[src/rtl/jump_fetch_sequencer_if.sv]
// Handshake and control-bus bundle between the instruction decoder, the jump
// fetch sequencer and the register/control bus it strobes.
interface jump_fetch_sequencer_if;
    logic start;
    logic is_call;
    logic cond_true;
    logic busy;
    logic done;
    logic sel_pc;
    logic sel_inc;
    logic sel_j;
    logic mem_read;
    logic ld_inc;
    logic ld_pc;
    logic ld_j1;
    logic ld_j2;
    logic ld_xy;

    // Decoder / bench side: issues requests, observes the control bus.
    modport master (
        output start,
        output is_call,
        output cond_true,
        input  busy,
        input  done,
        input  sel_pc,
        input  sel_inc,
        input  sel_j,
        input  mem_read,
        input  ld_inc,
        input  ld_pc,
        input  ld_j1,
        input  ld_j2,
        input  ld_xy
    );

    // Sequencer side: accepts requests, drives the control bus.
    modport slave (
        input  start,
        input  is_call,
        input  cond_true,
        output busy,
        output done,
        output sel_pc,
        output sel_inc,
        output sel_j,
        output mem_read,
        output ld_inc,
        output ld_pc,
        output ld_j1,
        output ld_j2,
        output ld_xy
    );
endinterface

[src/rtl/jump_fetch_sequencer.sv]
// Sequencer for 16-bit-immediate GOTO/CALL: fetches J1/J2 behind the opcode,
// advances PC past each byte, then optionally saves the return address and jumps.
module jump_fetch_sequencer #(
    parameter int PHASE_CYCLES = 4
) (
    input  logic                    clk,
    input  logic                    reset,
    jump_fetch_sequencer_if.slave   bus
);

    localparam int CW = (PHASE_CYCLES > 1) ? $clog2(PHASE_CYCLES) : 1;
    localparam logic [CW-1:0] LAST = CW'(PHASE_CYCLES - 1);

    typedef enum logic [3:0] {
        S_IDLE     = 4'd0,
        S_FETCH_HI = 4'd1,
        S_INC1     = 4'd2,
        S_STORE1   = 4'd3,
        S_FETCH_LO = 4'd4,
        S_INC2     = 4'd5,
        S_STORE2   = 4'd6,
        S_SAVE_RET = 4'd7,
        S_JUMP     = 4'd8,
        S_DONE     = 4'd9
    } state_t;

    state_t          r_state;
    state_t          w_next;
    logic [CW-1:0]   r_cnt;
    logic [CW-1:0]   w_cnt_next;
    logic            r_call;
    logic            w_last;
    logic            w_in_phase;

    logic            w_busy;
    logic            w_done;
    logic            w_sel_pc;
    logic            w_sel_inc;
    logic            w_sel_j;
    logic            w_mem_read;
    logic            w_ld_inc;
    logic            w_ld_pc;
    logic            w_ld_j1;
    logic            w_ld_j2;
    logic            w_ld_xy;

    assign w_last     = (r_cnt == LAST);
    assign w_in_phase = (r_state != S_IDLE) && (r_state != S_DONE);

    // The counter restarts at zero whenever the state changes, so every phase
    // is exactly PHASE_CYCLES long regardless of how it was entered.
    assign w_cnt_next = (!w_in_phase || (w_next != r_state)) ? '0 : r_cnt + 1'b1;

    always_ff @(posedge clk or posedge reset) begin
        if (reset) begin
            r_state <= S_IDLE;
            r_cnt   <= '0;
            r_call  <= 1'b0;
        end else begin
            r_state <= w_next;
            r_cnt   <= w_cnt_next;
            if ((r_state == S_IDLE) && bus.start) begin
                r_call <= bus.is_call;
            end
        end
    end

    always_comb begin
        w_next = r_state;
        case (r_state)
            S_IDLE:     if (bus.start) w_next = S_FETCH_HI;
            S_FETCH_HI: if (w_last)    w_next = S_INC1;
            S_INC1:     if (w_last)    w_next = S_STORE1;
            S_STORE1:   if (w_last)    w_next = S_FETCH_LO;
            S_FETCH_LO: if (w_last)    w_next = S_INC2;
            S_INC2:     if (w_last)    w_next = S_STORE2;
            S_STORE2: begin
                // Branch condition is only meaningful once both bytes are in J.
                if (w_last) begin
                    if (!bus.cond_true) begin
                        w_next = S_DONE;
                    end else if (r_call) begin
                        w_next = S_SAVE_RET;
                    end else begin
                        w_next = S_JUMP;
                    end
                end
            end
            S_SAVE_RET: if (w_last)    w_next = S_JUMP;
            S_JUMP:     if (w_last)    w_next = S_DONE;
            S_DONE:                    w_next = S_IDLE;
            default:                   w_next = S_IDLE;
        endcase
    end

    always_comb begin
        w_busy     = (r_state != S_IDLE);
        w_done     = 1'b0;
        w_sel_pc   = 1'b0;
        w_sel_inc  = 1'b0;
        w_sel_j    = 1'b0;
        w_mem_read = 1'b0;
        w_ld_inc   = 1'b0;
        w_ld_pc    = 1'b0;
        w_ld_j1    = 1'b0;
        w_ld_j2    = 1'b0;
        w_ld_xy    = 1'b0;
        // Sources stay driven for the whole phase; the load is a single-cycle
        // strobe on the final settle cycle.
        case (r_state)
            S_FETCH_HI: begin
                w_sel_pc   = 1'b1;
                w_mem_read = 1'b1;
                w_ld_j1    = w_last;
            end
            S_INC1, S_INC2: begin
                w_sel_pc   = 1'b1;
                w_ld_inc   = w_last;
            end
            S_STORE1, S_STORE2: begin
                w_sel_inc  = 1'b1;
                w_ld_pc    = w_last;
            end
            S_FETCH_LO: begin
                w_sel_pc   = 1'b1;
                w_mem_read = 1'b1;
                w_ld_j2    = w_last;
            end
            S_SAVE_RET: begin
                w_sel_inc  = 1'b1;
                w_ld_xy    = w_last;
            end
            S_JUMP: begin
                w_sel_j    = 1'b1;
                w_ld_pc    = w_last;
            end
            S_DONE: begin
                w_done     = 1'b1;
            end
            default: begin
                w_done     = 1'b0;
            end
        endcase
    end

    assign bus.busy     = w_busy;
    assign bus.done     = w_done;
    assign bus.sel_pc   = w_sel_pc;
    assign bus.sel_inc  = w_sel_inc;
    assign bus.sel_j    = w_sel_j;
    assign bus.mem_read = w_mem_read;
    assign bus.ld_inc   = w_ld_inc;
    assign bus.ld_pc    = w_ld_pc;
    assign bus.ld_j1    = w_ld_j1;
    assign bus.ld_j2    = w_ld_j2;
    assign bus.ld_xy    = w_ld_xy;

endmodule

[src/flat_wrapper.sv]
// flat-port wrapper written by rule: the top's interface ports become plain ports
module jump_fetch_sequencer_flat 
#(
    parameter int PHASE_CYCLES = 4
)
  (clk, reset, bus_start, bus_is_call, bus_cond_true, bus_busy, bus_done, bus_sel_pc, bus_sel_inc, bus_sel_j, bus_mem_read, bus_ld_inc, bus_ld_pc, bus_ld_j1, bus_ld_j2, bus_ld_xy);
  jump_fetch_sequencer_if bus_i ();
  input  logic clk;
  input  logic reset;
  input wire logic [$bits(bus_i.start)-1:0] bus_start;
  input wire logic [$bits(bus_i.is_call)-1:0] bus_is_call;
  input wire logic [$bits(bus_i.cond_true)-1:0] bus_cond_true;
  output wire logic [$bits(bus_i.busy)-1:0] bus_busy;
  output wire logic [$bits(bus_i.done)-1:0] bus_done;
  output wire logic [$bits(bus_i.sel_pc)-1:0] bus_sel_pc;
  output wire logic [$bits(bus_i.sel_inc)-1:0] bus_sel_inc;
  output wire logic [$bits(bus_i.sel_j)-1:0] bus_sel_j;
  output wire logic [$bits(bus_i.mem_read)-1:0] bus_mem_read;
  output wire logic [$bits(bus_i.ld_inc)-1:0] bus_ld_inc;
  output wire logic [$bits(bus_i.ld_pc)-1:0] bus_ld_pc;
  output wire logic [$bits(bus_i.ld_j1)-1:0] bus_ld_j1;
  output wire logic [$bits(bus_i.ld_j2)-1:0] bus_ld_j2;
  output wire logic [$bits(bus_i.ld_xy)-1:0] bus_ld_xy;
  assign bus_i.start = bus_start;
  assign bus_i.is_call = bus_is_call;
  assign bus_i.cond_true = bus_cond_true;
  assign bus_busy = bus_i.busy;
  assign bus_done = bus_i.done;
  assign bus_sel_pc = bus_i.sel_pc;
  assign bus_sel_inc = bus_i.sel_inc;
  assign bus_sel_j = bus_i.sel_j;
  assign bus_mem_read = bus_i.mem_read;
  assign bus_ld_inc = bus_i.ld_inc;
  assign bus_ld_pc = bus_i.ld_pc;
  assign bus_ld_j1 = bus_i.ld_j1;
  assign bus_ld_j2 = bus_i.ld_j2;
  assign bus_ld_xy = bus_i.ld_xy;
  jump_fetch_sequencer #(.PHASE_CYCLES(PHASE_CYCLES)) u_core (.clk(clk), .reset(reset), .bus(bus_i));
endmodule
[config.mk]
export PLATFORM = sky130hd
export DESIGN_NAME = jump_fetch_sequencer_flat
export DESIGN_NICKNAME = d
export VERILOG_FILES = /design/src/rtl/jump_fetch_sequencer_if.sv /design/src/rtl/jump_fetch_sequencer.sv /design/src/flat_wrapper.sv
export SDC_FILE = /design/constraint.sdc
export NUM_CORES = 1
export LEC_CHECK = 0
export ABC_AREA = 1
export BUFFER_PORTS_ARGS = -buffer_cell sky130_fd_sc_hd__buf_2
export CAP_MARGIN = 20
export CORE_MARGIN = 2
export CORE_UTILIZATION = 35
export DETAILED_ROUTE_END_ITERATION = 10
export SYNTH_ARGS = -nofsm -noshare
export SYNTH_HDL_FRONTEND = slang
export SYNTH_SLANG_ARGS = --single-unit
[constraint.sdc]
create_clock -name clk -period 2.7 [get_ports clk]
set_input_delay 0.54 -clock clk [delete_from_list [all_inputs] [get_ports clk]]
set_output_delay 0.54 -clock clk [all_outputs]
set_load 0.02 [all_outputs]
=== Word-level counts from Yosys, hierarchy flattened ===
Index checks and enable logic that the tools add are counted.

* Register bits after elaboration: 7
* Input bits: 5
* Output and inout port bits: 11
* Word-level logic and storage cells: 50

* Add/subtract/negate cells: 1
* Equality and inequality tests: 12
* Multiplexer cells: 23
* Reduce and logical (&&, ||, !) cells: 11

{| class="wikitable"
|+ Operators with widths
! operator !! number
|-
| 4-bit 2-to-1 mux || 11
|-
| 4-bit one-hot mux with 9 select lines || 1
|-
| 4-bit by 3-bit equality test with 1-bit output, second input constant || 4
|-
| 1-bit 2-to-1 mux || 10
|-
| 4-bit by 2-bit equality test with 1-bit output, second input constant || 2
|-
| 4-bit equality test, second input constant || 2
|-
| 3-bit OR reduction || 2
|-
| 4-bit by 1-bit equality test with 1-bit output, second input constant || 1
|-
| 4-bit logical NOT || 1
|-
| 4-bit inequality test || 1
|-
| 4-bit inequality test, second input constant || 1
|-
| 4-bit nonzero test || 1
|-
| 2-bit OR reduction || 2
|-
| 4-bit OR reduction || 1
|-
| 2-bit by 1-bit adder with 2-bit output, second input constant || 1
|-
| 2-bit equality test, second input constant || 1
|-
| 1-bit logical AND || 2
|-
| 2-bit 2-to-1 mux || 1
|-
| 1-bit logical NOT || 1
|-
| 1-bit logical OR || 1
|}

=== Logic depth before layout (Yosys ltp) ===
* Depth in word-level cells: 7
* Mapped depth: 11
* Gate-level depth less buffers: 11

=== Least setup slack after synthesis ===
No wires, ideal clock.

* Path kind: register to output
* Start: register u_core.r_state[3]
* End: output port bus_ld_inc
* Data arrival time: 1.165 ns
* Data required time: 2.160 ns
* Path slack: 0.995 ns
* Stages on the path, launching flop included: 6
* Buffers on the path: 0
* Cell sequence: dfrtp_1 -> nor2_2 -> nand2_1 -> inv_1 -> nor2_1 -> nor2_1

* Longest elaborated chain between the ends: 3
* Elaborated cells on any way between the ends: 4
* Those cells by class: eq/ne (2); mux (1); reduce/logical (1)

{| class="wikitable"
|+ Ends and longest elaborated chain
! what !! line !! text
|-
| from (decl) || jump_fetch_sequencer.sv:27 || <nowiki>state_t r_state;</nowiki>
|-
| from (signal assigned) || jump_fetch_sequencer.sv:60 || <nowiki>r_state <= w_next;</nowiki>
|-
| 4-bit by 2-bit equality test with 1-bit output or 4-bit by 3-bit equality test with 1-bit output (tied branches) || jump_fetch_sequencer.sv:110 || <nowiki>case (r_state)</nowiki>
|-
| 2-bit OR reduction (*) || - ||
|-
| 1-bit 2-to-1 mux (*) || jump_fetch_sequencer.sv:110 ||
|-
| to (decl) || flat_wrapper.sv:19 || <nowiki>output wire logic [$bits(bus_i.ld_inc)-1:0] bus_ld_inc;</nowiki>
|}

Every way passes the cells marked *; elsewhere a longest branch is shown, timed or not.

=== Final worst setup path ===
* Start: register u_core.r_state[0]
* End: output port bus_sel_pc

* Longest elaborated chain between the ends: 3
* Elaborated cells on any way between the ends: 6
* Those cells by class: eq/ne (4); mux (1); reduce/logical (1)

{| class="wikitable"
|+ Ends and longest elaborated chain
! what !! line !! text
|-
| 4-bit by 2-bit equality test with 1-bit output, or another cell as far along || jump_fetch_sequencer.sv:110 ||
|-
| 4-bit OR reduction (no line) (*) || - ||
|-
| 1-bit 2-to-1 mux (*) || jump_fetch_sequencer.sv:110 ||
|-
| to (decl) || flat_wrapper.sv:15 || <nowiki>output wire logic [$bits(bus_i.sel_pc)-1:0] bus_sel_pc;</nowiki>
|}

Marked as above.

==> flow_summary.toml <==
[global_route]
grtUsageTotal_pct = 16.40
antenna_found_initial = 0
grt_pass1_vias = 556
grt_pass1_wl_mm = 2.449
grt.overflow.total = 0
grt_max_degree = 8

[cells_and_area]
nFillCells = 187
area_growth_pct = 20.00
drive_above_1_share_pct = 24.59
layout_common_cells = "34 x nand2_1, 17 x nor2_1, 15 x inv_1, 15 x buf_2, 9 x nand3_1"
stdcell_count = 139
layout_commonest_cell = "nand2_1"
fin_nets = 130
antenna_cells = 0

[timing]
finalHoldViolCount = 0
grt_setup_unrepaired = "no"
finalWorstPathRequiredPeriod_ps = 2037
setup-violations-final = 0
fin_tns_setup_ps = 0
setup_slack_ps = 663.1
tightest_slew_ps = 291.6
fmax_mhz = 491.0
slew_headroom_pct = 80.54
finalCritPeriodShare_pct = 75.44
maxSlewViolCount = 0
fin_skew_ps = 4.794

[cts]
h-tree-depth = 1
clock_sinks = 7
postCtsHoldBufs = 0
numCtsBuffers = 3
clk_pin_slew_ps = 60
cts_setup_buffers = 0
clock_path_buffers = 2
cts_tree = "yes"
ctsRootBufferMaster = "clkbuf_4"
cts_resized = 0
clock_latency_ps = 260

[floorplanning]
die-area_mm2 = 0.002103
ios = 16
num_rows = 15
core_area_mm2 = 0.001689
die_w_um = 45.86
die_y_um = 45.86
initial_utilization_pct = 36.30

[power]
ir_drop_mv = 0.4559
sequentialPowerShare_pct = 24.9
pwr_density_cell_mw_per_mm2 = 981.0
switchingPower_mw = 0.3817
pwr-share-comb_pct = 61.3
switching_share_pct = 52.88
total_leakage_power_nw = 0.4888
intPower_mw = 0.3401
p_clk_share_pct = 13.8
p_total_mw = 0.7217

[critical_path]
cp_top_family = "flip-flops"
critical_path.max_fanout = 6
start_kind = "flip-flop"
crit_buf_inv = 3
r2r_cells = 9
critPathCaptureType = "output port"
slowest_delay_ps = 430
crit_chain = "inv_1 > nor2_1 > nand2_1 > inv_1 > nor2_1 > nand3_1 > buf_2"
path_depth = 7
arrival_ps = 1500
setup.worst_path.class = "reg -> out"
worst_path_max_delay_cell = "dfrtp_1"
cp.required_ps = 2160

[hold_path]
worstHoldPathType = "in -> async"

[logic_synthesis]
yosysSeqAreaShare_pct = 28.57
avgSynthCellArea_um2 = 5.952
synth_cell_types = 18
ys_warn_count = 0
syn_inst = 103
syn_nets = 110
synth-seq-cells = 7
syn_area_um2 = 613.1

[detailed_routing]
m1WireLength_um = 722
top_layer_used = "met4"
antenna_left = 0
drcViolationCount = 0
routed_wl_mm = 1.533
viasPerCell = 4.849
wl_met3_um = 103
first_pass_iters = 4
drt_iter0_markers = 21
wl_per_cell_um = 11.03
wl_met2_um = 693
vias = 674

[outcome]
status = "completed"

[place]
dp.final_hpwl_mm = 1.218
numPortBuffers = 15
post-place-ws_ps = 967.1
dp_cells = 135
finalWeightedCongestion = 0.8280

[flow_run]
max_cap_viol_count = 0
==> synth_stat cells <==
library cell  instances  share of area [%]
o21ai_1               1               0.82
nor2_4                1                1.8
nor2_1               17                 10
o2111ai_1             1                1.4
inv_2                 3                1.8
ha_1                  2                4.1
nand3_1               9                7.3
nand2_1              34                 21
inv_6                 1                1.4
nor3_1                1               0.82
nor2_2                3                3.1
nand4_1               1                1.0
a21oi_1               2                1.6
nor4_1                1                1.0
inv_1                15                9.2
nand3_2               1                1.6
dfrtp_1               7                 29
nand2_2               3                3.1
==> kinds of logic (layout without fill, tap and decap cells) <==
logic type | Yosys count | in the layout | synth area share (%)
buffers and inverters | 19 | 38 | 12.45
AND/OR/NAND/NOR | 71 | 71 | 51.02
flip-flops | 7 | 7 | 28.57
AO/OA/AOI/OAI | 4 | 4 | 3.877
adder cells (fa/ha/maj) | 2 | 2 | 4.081
==> power by group through the flow <==
| stage | logic [mW] | clock network [mW] | registers [mW] |
|---|---|---|---|
| finish | 0.442 | 0.0995 | 0.180 |
| global route | 0.495 | 0.105 | 0.185 |
| CTS | 0.441 | 0.0997 | 0.180 |
| detailed placement | 0.439 | 0 | 0.181 |
| global placement | 0.438 | 0 | 0.179 |
| floorplan | 0.338 | 0 | 0.171 |
==> per-layer routing <==
layer	vias up	global-route usage, %
li1	354	-
met1	294	22.84
met2	24	23.06
met3	2	5.556
met4	0	6.286
met5	-	0
==> state kept, by name, summed over array words and instances, names as in the netlist <==
register and flops:
u_core.r_state 4, u_core.r_cnt 2, u_core.r_call 1
==> area by class of cell <==
type                       instances  area [µm²]  share of cell area (%)
clock buffer                       4       26.28                   3.571
inverter                          19       76.32                   10.37
timing repair buffer              15       75.07                   10.20
multi-input combinational         77       361.6                   49.15
tap                               17       21.27                   2.891
sequential                         7       175.2                   23.81
==> per-stage QoR <==
stage / instance area, µm² / utilization (%) / hold WS (ps)
after floorplan: 613.1 / - / 343.4
after global placement: 709.4 / 42.00 / 453.0
after detailed placement: 709.4 / 42.00 / 457.0
after CTS: 735.7 / 43.56 / 217.4
after global routing: 735.7 / 43.56 / 232.9
final: 735.7 / 43.56 / 210.0
==> final timing paths <==
path                       slack [ps]              start           endpoint
max in group asynchronous        2260              reset    u_core.r_cnt[1]
setup / recovery                  660  u_core.r_state[0]         bus_sel_pc
min in group clk                  460    u_core.r_cnt[0]    u_core.r_cnt[0]
hold / removal                    210              reset  u_core.r_state[2]
setup reg to reg                 1130    u_core.r_cnt[0]    u_core.r_cnt[1]
hold reg to reg                   460    u_core.r_cnt[0]    u_core.r_cnt[0]
==> worst register-to-register path: stages (launching register included) <==
cell     delay, ps
dfrtp_1        400
ha_1           310
nor2_1         170
inv_1           90
nor2_1         150
nor2_1          90
nand4_1         70
nand2_1         50
nand2_1         80
nor2_1          40
(Power assumes the default switching activity.)
